File: src/rtl/frame_capture_ctrl_pkg.sv
// Shared definitions for the ping-pong frame capture controller: state encoding,
// bank count and default image geometry.
package frame_capture_ctrl_pkg;

    localparam int unsigned NUM_BANKS      = 2;
    localparam int unsigned DEF_IMG_WIDTH  = 512;
    localparam int unsigned DEF_IMG_HEIGHT = 512;
    localparam int unsigned DEF_DATA_W     = 16;
    localparam int unsigned DEF_ADDR_W     = 18;

    typedef enum logic [1:0] {
        StWaitLine = 2'd0,
        StCapture  = 2'd1,
        StCommit   = 2'd2,
        StDrop     = 2'd3
    } fcc_state_e;

endpackage

File: src/rtl/fcc_bank_tracker.sv
// Full flags and oldest-bank pointer for the two frame buffer banks; releases apply to
// the oldest full bank and may coincide with a commit.
module fcc_bank_tracker
    import frame_capture_ctrl_pkg::*;
(
    input  logic                 clk,
    input  logic                 rst,
    input  logic                 commit,
    input  logic                 commit_bank,
    input  logic                 release_req,
    output logic                 frame_rdy,
    output logic                 frame_bank,
    output logic [NUM_BANKS-1:0] bank_free
);

    logic [NUM_BANKS-1:0] full_q, full_d;
    logic                 oldest_q, oldest_d;
    logic                 rel;

    assign frame_rdy  = |full_q;
    assign frame_bank = oldest_q;
    assign rel        = release_req & frame_rdy;

    always_comb begin
        full_d = full_q;
        if (rel) full_d[oldest_q] = 1'b0;
        if (commit) full_d[commit_bank] = 1'b1;

        // With both banks full the pointer holds, so the earlier commit stays oldest.
        oldest_d = oldest_q;
        if (full_d == 2'b01) begin
            oldest_d = 1'b0;
        end else if (full_d == 2'b10) begin
            oldest_d = 1'b1;
        end

        bank_free = ~full_q;
        if (rel) bank_free[oldest_q] = 1'b1;
    end

    always_ff @(posedge clk) begin
        if (rst) begin
            full_q   <= '0;
            oldest_q <= 1'b0;
        end else begin
            full_q   <= full_d;
            oldest_q <= oldest_d;
        end
    end

endmodule

File: src/rtl/frame_capture_ctrl.sv
// HSYNC-framed pixel capture into a ping-pong frame buffer with frame-drop on overflow.
// Define FCC_TESTPAT_EN to write a {line,col} test pattern instead of Pixel_DATA.
module frame_capture_ctrl
    import frame_capture_ctrl_pkg::*;
#(
    parameter int unsigned IMG_WIDTH  = DEF_IMG_WIDTH,
    parameter int unsigned IMG_HEIGHT = DEF_IMG_HEIGHT,
    parameter int unsigned DATA_W     = DEF_DATA_W,
    parameter int unsigned ADDR_W     = DEF_ADDR_W
) (
    input  logic              PCLK,
    input  logic              RST,
    input  logic              HSYNC,
    input  logic [DATA_W-1:0] Pixel_DATA,
    output logic              WR_EN,
    output logic [ADDR_W:0]   WR_ADDR,
    output logic [DATA_W-1:0] WR_DATA,
    output logic              FRAME_RDY,
    output logic              FRAME_BANK,
    input  logic              FRAME_DONE,
    output logic              OVERFLOW,
    output logic              LINE_ERR,
    output logic [7:0]        FRAME_CNT
);

    localparam int unsigned COL_W  = $clog2(IMG_WIDTH + 1);
    localparam int unsigned LINE_W = $clog2(IMG_HEIGHT + 1);

    localparam logic [COL_W-1:0]  COL_MAX   = COL_W'(IMG_WIDTH);
    localparam logic [LINE_W-1:0] LAST_LINE = LINE_W'(IMG_HEIGHT - 1);

    fcc_state_e          state_q, state_d;
    logic [COL_W-1:0]    col_q, col_d;
    logic [LINE_W-1:0]   line_q, line_d;
    logic                wr_bank_q, wr_bank_d;
    logic                hsync_q;
    logic                ovf_q, ovf_d;
    logic                lerr_q, lerr_d;
    logic [7:0]          cnt_q, cnt_d;
    logic                wr_en_q, wr_en_d;
    logic [ADDR_W:0]     wr_addr_q, wr_addr_d;
    logic [DATA_W-1:0]   wr_data_q, wr_data_d;
    logic                commit;
    logic                pix_ok;
    logic                rise, fall;
    logic [NUM_BANKS-1:0] bank_free;

    assign rise = HSYNC & ~hsync_q;
    assign fall = ~HSYNC & hsync_q;

    fcc_bank_tracker u_bank_tracker (
        .clk         (PCLK),
        .rst         (RST),
        .commit      (commit),
        .commit_bank (wr_bank_q),
        .release_req (FRAME_DONE),
        .frame_rdy   (FRAME_RDY),
        .frame_bank  (FRAME_BANK),
        .bank_free   (bank_free)
    );

    always_comb begin
        state_d   = state_q;
        col_d     = col_q;
        line_d    = line_q;
        wr_bank_d = wr_bank_q;
        ovf_d     = ovf_q;
        lerr_d    = lerr_q;
        cnt_d     = cnt_q;
        wr_en_d   = 1'b0;
        wr_addr_d = wr_addr_q;
        wr_data_d = wr_data_q;
        commit    = 1'b0;
        pix_ok    = 1'b0;

        unique case (state_q)
            StWaitLine: begin
                // The rising-edge cycle already carries the first pixel of the line.
                if (rise) begin
                    if (bank_free[wr_bank_q]) begin
                        state_d = StCapture;
                        pix_ok  = 1'b1;
                    end else if (line_q == '0) begin
                        state_d = StDrop;
                        ovf_d   = 1'b1;
                    end
                end
            end
            StCapture: begin
                if (HSYNC) begin
                    pix_ok = 1'b1;
                end else if (hsync_q) begin
                    if (col_q != COL_MAX) lerr_d = 1'b1;
                    col_d   = '0;
                    line_d  = line_q + 1'b1;
                    state_d = (line_q == LAST_LINE) ? StCommit : StWaitLine;
                end
            end
            StCommit: begin
                commit    = 1'b1;
                cnt_d     = cnt_q + 8'd1;
                wr_bank_d = ~wr_bank_q;
                line_d    = '0;
                state_d   = StWaitLine;
            end
            StDrop: begin
                if (fall) begin
                    if (line_q == LAST_LINE) begin
                        line_d  = '0;
                        state_d = StWaitLine;
                    end else begin
                        line_d = line_q + 1'b1;
                    end
                end
            end
            default: state_d = StWaitLine;
        endcase

        if (pix_ok) begin
            if (col_q < COL_MAX) begin
                wr_en_d   = 1'b1;
                wr_addr_d = {wr_bank_q,
                             ADDR_W'(line_q) * ADDR_W'(IMG_WIDTH) + ADDR_W'(col_q)};
`ifdef FCC_TESTPAT_EN
                wr_data_d = DATA_W'({8'(line_q), 8'(col_q)});
`else
                wr_data_d = Pixel_DATA;
`endif
                col_d     = col_q + 1'b1;
            end else begin
                lerr_d = 1'b1;
            end
        end
    end

    always_ff @(posedge PCLK) begin
        if (RST) begin
            state_q   <= StWaitLine;
            col_q     <= '0;
            line_q    <= '0;
            wr_bank_q <= 1'b0;
            hsync_q   <= 1'b0;
            ovf_q     <= 1'b0;
            lerr_q    <= 1'b0;
            cnt_q     <= '0;
            wr_en_q   <= 1'b0;
            wr_addr_q <= '0;
            wr_data_q <= '0;
        end else begin
            state_q   <= state_d;
            col_q     <= col_d;
            line_q    <= line_d;
            wr_bank_q <= wr_bank_d;
            hsync_q   <= HSYNC;
            ovf_q     <= ovf_d;
            lerr_q    <= lerr_d;
            cnt_q     <= cnt_d;
            wr_en_q   <= wr_en_d;
            wr_addr_q <= wr_addr_d;
            wr_data_q <= wr_data_d;
        end
    end

    assign WR_EN     = wr_en_q;
    assign WR_ADDR   = wr_addr_q;
    assign WR_DATA   = wr_data_q;
    assign OVERFLOW  = ovf_q;
    assign LINE_ERR  = lerr_q;
    assign FRAME_CNT = cnt_q;

endmodule

File: config.mk
export PLATFORM = sky130hd
export DESIGN_NAME = frame_capture_ctrl
export DESIGN_NICKNAME = d
export VERILOG_FILES = /design/src/rtl/frame_capture_ctrl_pkg.sv /design/src/rtl/fcc_bank_tracker.sv /design/src/rtl/frame_capture_ctrl.sv
export SDC_FILE = /design/constraint.sdc
export NUM_CORES = 1
export LEC_CHECK = 0
export CORE_MARGIN = 8
export CORE_UTILIZATION = 51
export DETAILED_ROUTE_END_ITERATION = 8
export PLACE_DENSITY_LB_ADDON = 0.25
export SYNTH_ARGS = -nofsm -noshare
export SYNTH_HDL_FRONTEND = slang
export SYNTH_HIERARCHICAL = 1
export SYNTH_SLANG_ARGS = --single-unit
File: constraint.sdc
create_clock -name PCLK -period 1.89 [get_ports PCLK]
set_input_delay 0.189 -clock PCLK [delete_from_list [all_inputs] [get_ports PCLK]]
set_output_delay 0.189 -clock PCLK [all_outputs]
set_load 0.005 [all_outputs]
Yosys cells after proc, flatten, opt, wreduce, memory -nomap -nowiden --
Index checks and enable logic that the tools add are counted.
Operators by class: $lt $le $gt $ge 5, bitwise gates (word level) 13, add/subtract/negate cells 4, muxes and demuxes 40, reduce and logical (&&, ||, !) cells 12, equal/unequal tests 13
Operators by type and width (count):
- 10-bit two-way mux | 9
- 10-bit case mux with 3 select lines | 1
- 2-bit two-way mux | 11
- 10-bit by 1-bit adder with 10-bit output (second input constant) | 2
- 18-bit by 10-bit adder with 18-bit output | 1
- 1-bit two-way mux | 15
- 10-bit by 9-bit == test with 1-bit output (second input constant) | 1
- 10-bit zero test | 1
- 10-bit less-than comparator (second input constant) | 1
- 10-bit != test (second input constant) | 1
- 2-bit != test (second input constant) | 5
- 8-bit by 1-bit adder with 8-bit output (second input constant) | 1
- 2-bit case mux with 4 select lines | 1
- 4-bit AND reduction | 2
- 2-bit == test (second input constant) | 3
- 6-bit AND reduction | 1
- 2-bit OR reduction | 3
- 1-bit NOT | 5
- 2-bit by 1-bit == test with 1-bit output (second input constant) | 2
- 1-bit by 2-bit less-than comparator with 1-bit output (second input constant) | 2
- 2-bit NOT | 2
- 2-bit bitwise OR | 2
- 1-bit bitwise AND | 3
- 3-bit != test (second input constant) | 1
- 8 further kinds | 11
Word-level totals: register bits 73, input bits 20

Depth between registers and ports, before layout --
word-level depth 13, depth in mapped cells 8

Modules after synthesis --
The synthesis kept the hierarchy.
Modules (own cells, without submodules):
- frame_capture_ctrl | sequential area each 1401.3 um^2, times used 1, cells an instance 360, area an instance 3079.2 um^2
- fcc_bank_tracker | sequential area each 60.1 um^2, times used 1, cells an instance 19, area an instance 158.9 um^2

Worst setup path before layout --
Ideal clock, no wire load.
kind register -> register, from register wr_bank_q, to register wr_addr_q[11], in the netlist WR_ADDR[11], path slack 0.386 ns, required time 1.804 ns, arrival 1.419 ns, cell stages (with the launch flop) 6, cells stage by stage dfxtp_1 mux2_2 a21o_1 buf_6 buf_4 a211oi_1
On the way: word-level cells in the longest chain between the ends 6
RTL lines:
- start, declared | line frame_capture_ctrl.sv:35 | logic wr_bank_q, wr_bank_d;
- start signal, assigned | line frame_capture_ctrl.sv:153 | wr_bank_q <= wr_bank_d;
- 1-bit two-way mux (implied by the code) (2 in a row) | line frame_capture_ctrl.sv:80 | if (bank_free[wr_bank_q]) begin
- 1-bit two-way mux | line frame_capture_ctrl.sv:80
- 1-bit two-way mux | line frame_capture_ctrl.sv:79 | if (rise) begin
- 1-bit case mux with 2 select lines | line frame_capture_ctrl.sv:76 | unique case (state_q)
- 2-bit AND reduction (no line)
- end signal, assigned | line frame_capture_ctrl.sv:159 | wr_addr_q <= wr_addr_d;
- end, declared | line frame_capture_ctrl.sv:41 | logic [ADDR_W:0] wr_addr_q, wr_addr_d;
Every way passes these cells. The select of a mux whose other input is x is not followed. A chain may end at the register's enable or synchronous reset.

Final worst setup path --
from register u_bank_tracker.oldest_q, in the netlist u_bank_tracker/frame_bank, to register wr_addr_q[7], in the netlist WR_ADDR[7]
On the way: word-level cells in the longest chain between the ends 12, elaborated cells on any way between the ends 13
RTL lines:
- start, declared | line fcc_bank_tracker.sv:17 | logic oldest_q, oldest_d;
- start signal, assigned | line fcc_bank_tracker.sv:47 | oldest_q <= oldest_d;
- 1-bit by 2-bit less-than comparator with 1-bit output (implied by the code) or 1-bit >= comparator (tied branches) | line fcc_bank_tracker.sv:38 | if (rel) bank_free[oldest_q] = 1'b1;
- 1-bit logical AND (implied by the code) | line fcc_bank_tracker.sv:38
- 1-bit two-way mux (implied by the code) | line fcc_bank_tracker.sv:38
- 1-bit demux with 1-bit select *
- 2-bit bitwise OR (no line) *
- 2-bit two-way mux * | line fcc_bank_tracker.sv:38
- named net bank_free[0] | line frame_capture_ctrl.sv:46 | logic [NUM_BANKS-1:0] bank_free;
- 1-bit two-way mux (implied by the code) * (2 in a row) | line frame_capture_ctrl.sv:80
- 1-bit two-way mux * | line frame_capture_ctrl.sv:80
- 1-bit two-way mux * | line frame_capture_ctrl.sv:79
- 1-bit case mux with 2 select lines * | line frame_capture_ctrl.sv:76
- 2-bit AND reduction (no line) *
Mark *: on every way through the listed nets, which the timed path passes. The rest lies on a longest branch. The select of a mux whose other input is x is not followed.

==> flow_summary_export.csv <==
group,metric,value,unit
run,cap_violations,0,
timing,max_slew.worst_pin.slew,676.5,ps
clock_network,cts_resized,0,
layout,drive_gt1_share,10.70,%
grt,grt_start_max_net_pins,37,
worst_setup_path,start_kind,"flop",
timing,setup_slack,160.7,ps
logic_synthesis,syn_inst,379,
timing,rsz0062_at_grt,"false",
timing,tns,0,ps
timing,hold_viol_final,0,
grt,grt_pass1_vias,2842,
clock_network,cts_hold_buf,0,
floorplan,die_w,95.68,µm
route,firstDrtPassIters,4,
logic_synthesis,synth_nets,406,
clock_network,clk_path_buf_depth,2,
layout,antenna_cells,0,
power,ir_drop,0.5680,mV
placed_design,dpl_worst_slack,-140.5,ps
worst_setup_path,endpoint_kind,"flop",
placed_design,dpl.hpwl,5570,µm
logic_synthesis,synthTopCellsByArea,"dfxtp_1 (45%), nand2_1 (8.8%), a21oi_1 (6.8%), xnor2_1 (4.6%), nor2_1 (3.8%)",
worst_setup_path,cp_max_fo,23,
logic_synthesis,ys_async_sr_fraction,0,%
worst_setup_path,arrival,2000,ps
logic_synthesis,synth_top_area_cell,"dfxtp_1",
grt,grt_usage,17.73,%
power,switching_share,23.27,%
layout,num-nets-final,480,
worst_hold_path,hold_path_class,"in -> reg",
logic_synthesis,mappedNetlistArea,0.003238,mm²
placed_design,gp_congestion,0.8515,
timing,fin_crit_sh,91.50,%
layout,regArea,0.001461,mm²
clock_network,root_buffer,"clkbuf_8",
logic_synthesis,synth_edf_count,0,
run_status,status,"completed",
logic_synthesis,synth_top_area_share,45.13,%
clock_network,post-cts-setup-buffers,0,
clock_network,clock_latency,350,ps
logic_synthesis,ys_types,52,
clock_network,cts_tree,"done",
layout,areaGrowthSynthToFinish,31.72,%
logic_synthesis,avgSynthCellArea,8.544,µm²
grt,grt_pass1_wl,12990,µm
power,pwr-share-clk,41.7,%
power,p_sw,0.7838,mW
logic_synthesis,yosysMostFrequentCell,"nand2_1",
power,p_leak,1.554,nW
power,power,3.368,mW
floorplan,die_y,95.68,µm
route,antenna_left,0,
timing,fmax,578.3,MHz
logic_synthesis,synth_common_cells,"nand2_1 (76), dfxtp_1 (73), a21oi_1 (44)",
worst_setup_path,slowest_delay,430,ps
floorplan,core_area,0.006241,mm²
worst_setup_path,cp_slowest_cell,"dfxtp_1",
layout,fillCellCount,514,
route,avgRoutedWirePerCell,14.52,µm
route,num_vias,2850,
power,seq_power_share,48.1,%
power,p_per_area,789.6,mW/mm²
floorplan,num_io_pins,68,
placed_design,dpl_cell_area,0.004035,mm²
route,drc,0,
worst_setup_path,required,2160,ps
layout,stdcell_area,0.004265,mm²
floorplan,die-area,0.009155,mm²
timing,setup_violations,0,
clock_network,clock-sinks,73,
clock_network,h-tree-depth,3,
timing,fin_skew,7.936,ps
power,comb_power_share,10.1,%
route,drt_wl_total,7767,µm
clock_network,path_clk_slew,80,ps
logic_synthesis,synth_seq_cells,73,
route,first_iter_violations,127,
grt,grt.overflow.total,0,
layout,multi_input_area,0.001618,mm²
floorplan,rows,29,
logic_synthesis,synth_ff_type,"dfxtp_1",
power,internal_power,2.584,mW
timing,fin_crit,1729,ps
worst_setup_path,crit_type,"reg -> reg",
placed_design,io_buffers,67,
floorplan,initial_utilization,51.88,%
grt,antenna_found_initial,0,
timing,relSlewSlack,54.90,%
timing,drv_slew,0,
logic_synthesis,seq_area_frac_synth,45.13,%
worst_setup_path,worstPathCellList,"o21ai_1 -> mux2_2 -> a21oi_2 -> buf_12 -> nand2_1 -> a21oi_1",
logic_synthesis,yosysWarnings,6,
route,vias_per_cell,5.327,
clock_network,cts_buffers,9,
[state kept, by name (all words and copies together) (netlist names)]
register	flops
line_q	10
state_q	2
col_q	10
LINE_ERR	1
WR_EN	1
WR_DATA	16
FRAME_CNT	8
u_bank_tracker/full_q	2
wr_bank_q	1
hsync_q	1
u_bank_tracker/frame_bank	1
WR_ADDR	19
OVERFLOW	1
[per-layer routing]
layer  wire length (µm)  GRT usage [%]
met1               3370          21.20
met2               3811          29.66
met3                445          3.701
met4                140          8.451
met5                  0              0
[logic make-up (layout without fill, tap and decap cells)]
| family | Yosys count | count (layout) | synth area share, % |
|---|---|---|---|
| AO/OA/AOI/OAI | 73 | 73 | 13.79 |
| adder cells (fa/ha/maj) | 7 | 7 | 2.705 |
| buffers and inverters | 32 | 111 | 4.907 |
| AND/OR/NAND/NOR | 162 | 162 | 24.46 |
| multiplexers | 7 | 7 | 2.241 |
| XOR/XNOR | 25 | 25 | 6.762 |
| flip-flops | 73 | 73 | 45.13 |
[final timing paths]
kind | slack, ps | endpoint | startpoint | depth (start not counted)
worst max-delay path | 160 | WR_ADDR[7] | u_bank_tracker/frame_bank | 6
worst min-delay path | 350 | hsync_q | RST | 2
worst max register to register | 160 | WR_ADDR[7] | u_bank_tracker/frame_bank | 6
worst min register to register | 450 | WR_DATA[0] | WR_DATA[0] | 2
[layout make-up]
cell class,instances,share of cell area [%]
Tap cell,77,2.259
Sequential cell,73,34.26
Timing Repair Buffer,84,19.18
Inverter,11,0.9680
Clock buffer,12,3.637
Clock inverter,4,1.760
Multi-Input combinational cell,274,37.93
[power by group through the flow]
stage | Clock [mW] | Combinational [mW] | Sequential (mW)
6_report | 1.41 | 0.342 | 1.62
5_1_grt | 1.49 | 0.380 | 1.63
4_1_cts | 1.42 | 0.346 | 1.62
3_5_place_dp | 0 | 0.345 | 1.66
3_3_place_gp | 0 | 0.337 | 1.65
2_1_floorplan | 0 | 0.168 | 1.66
[metrics by stage]
| stage | hold slack [ps] | utilization [%] | std cells |
|---|---|---|---|
| floorplan | 258.1 | - | 379 |
| global placement | 432.8 | 64.66 | 519 |
| detailed placement | 445.8 | 64.66 | 519 |
| CTS | 364.5 | 68.34 | 535 |
| global route | 380.7 | 68.34 | 535 |
| finish | 354.0 | 68.34 | 535 |
[layout by cell type, fill, tap and decap left out, types with 3 or more instances in the layout]
cell	count
o21ai_0	3
nor3_1	4
inv_1	10
clkdlybuf4s50_1	66
or2_2	4
nand3_1	8
mux2i_1	5
xor2_1	8
nor4_1	3
or3_1	5
ha_1	7
dfxtp_1	73
a21oi_1	44
nand2_1	76
buf_4	15
a211oi_1	8
nor2_1	33
clkbuf_8	11
nand4_1	11
and3_1	3
xnor2_1	17
[worst max-delay path: cells and delay by family, from the launching register on]
family                 cells  cell delay, ps
buffers and inverters      1             210
AO/OA/AOI/OAI              3             610
multiplexers               1             310
flip-flops                 1             430
AND/OR/NAND/NOR            1              80
Note: power is estimated with default switching activity, not from simulation.
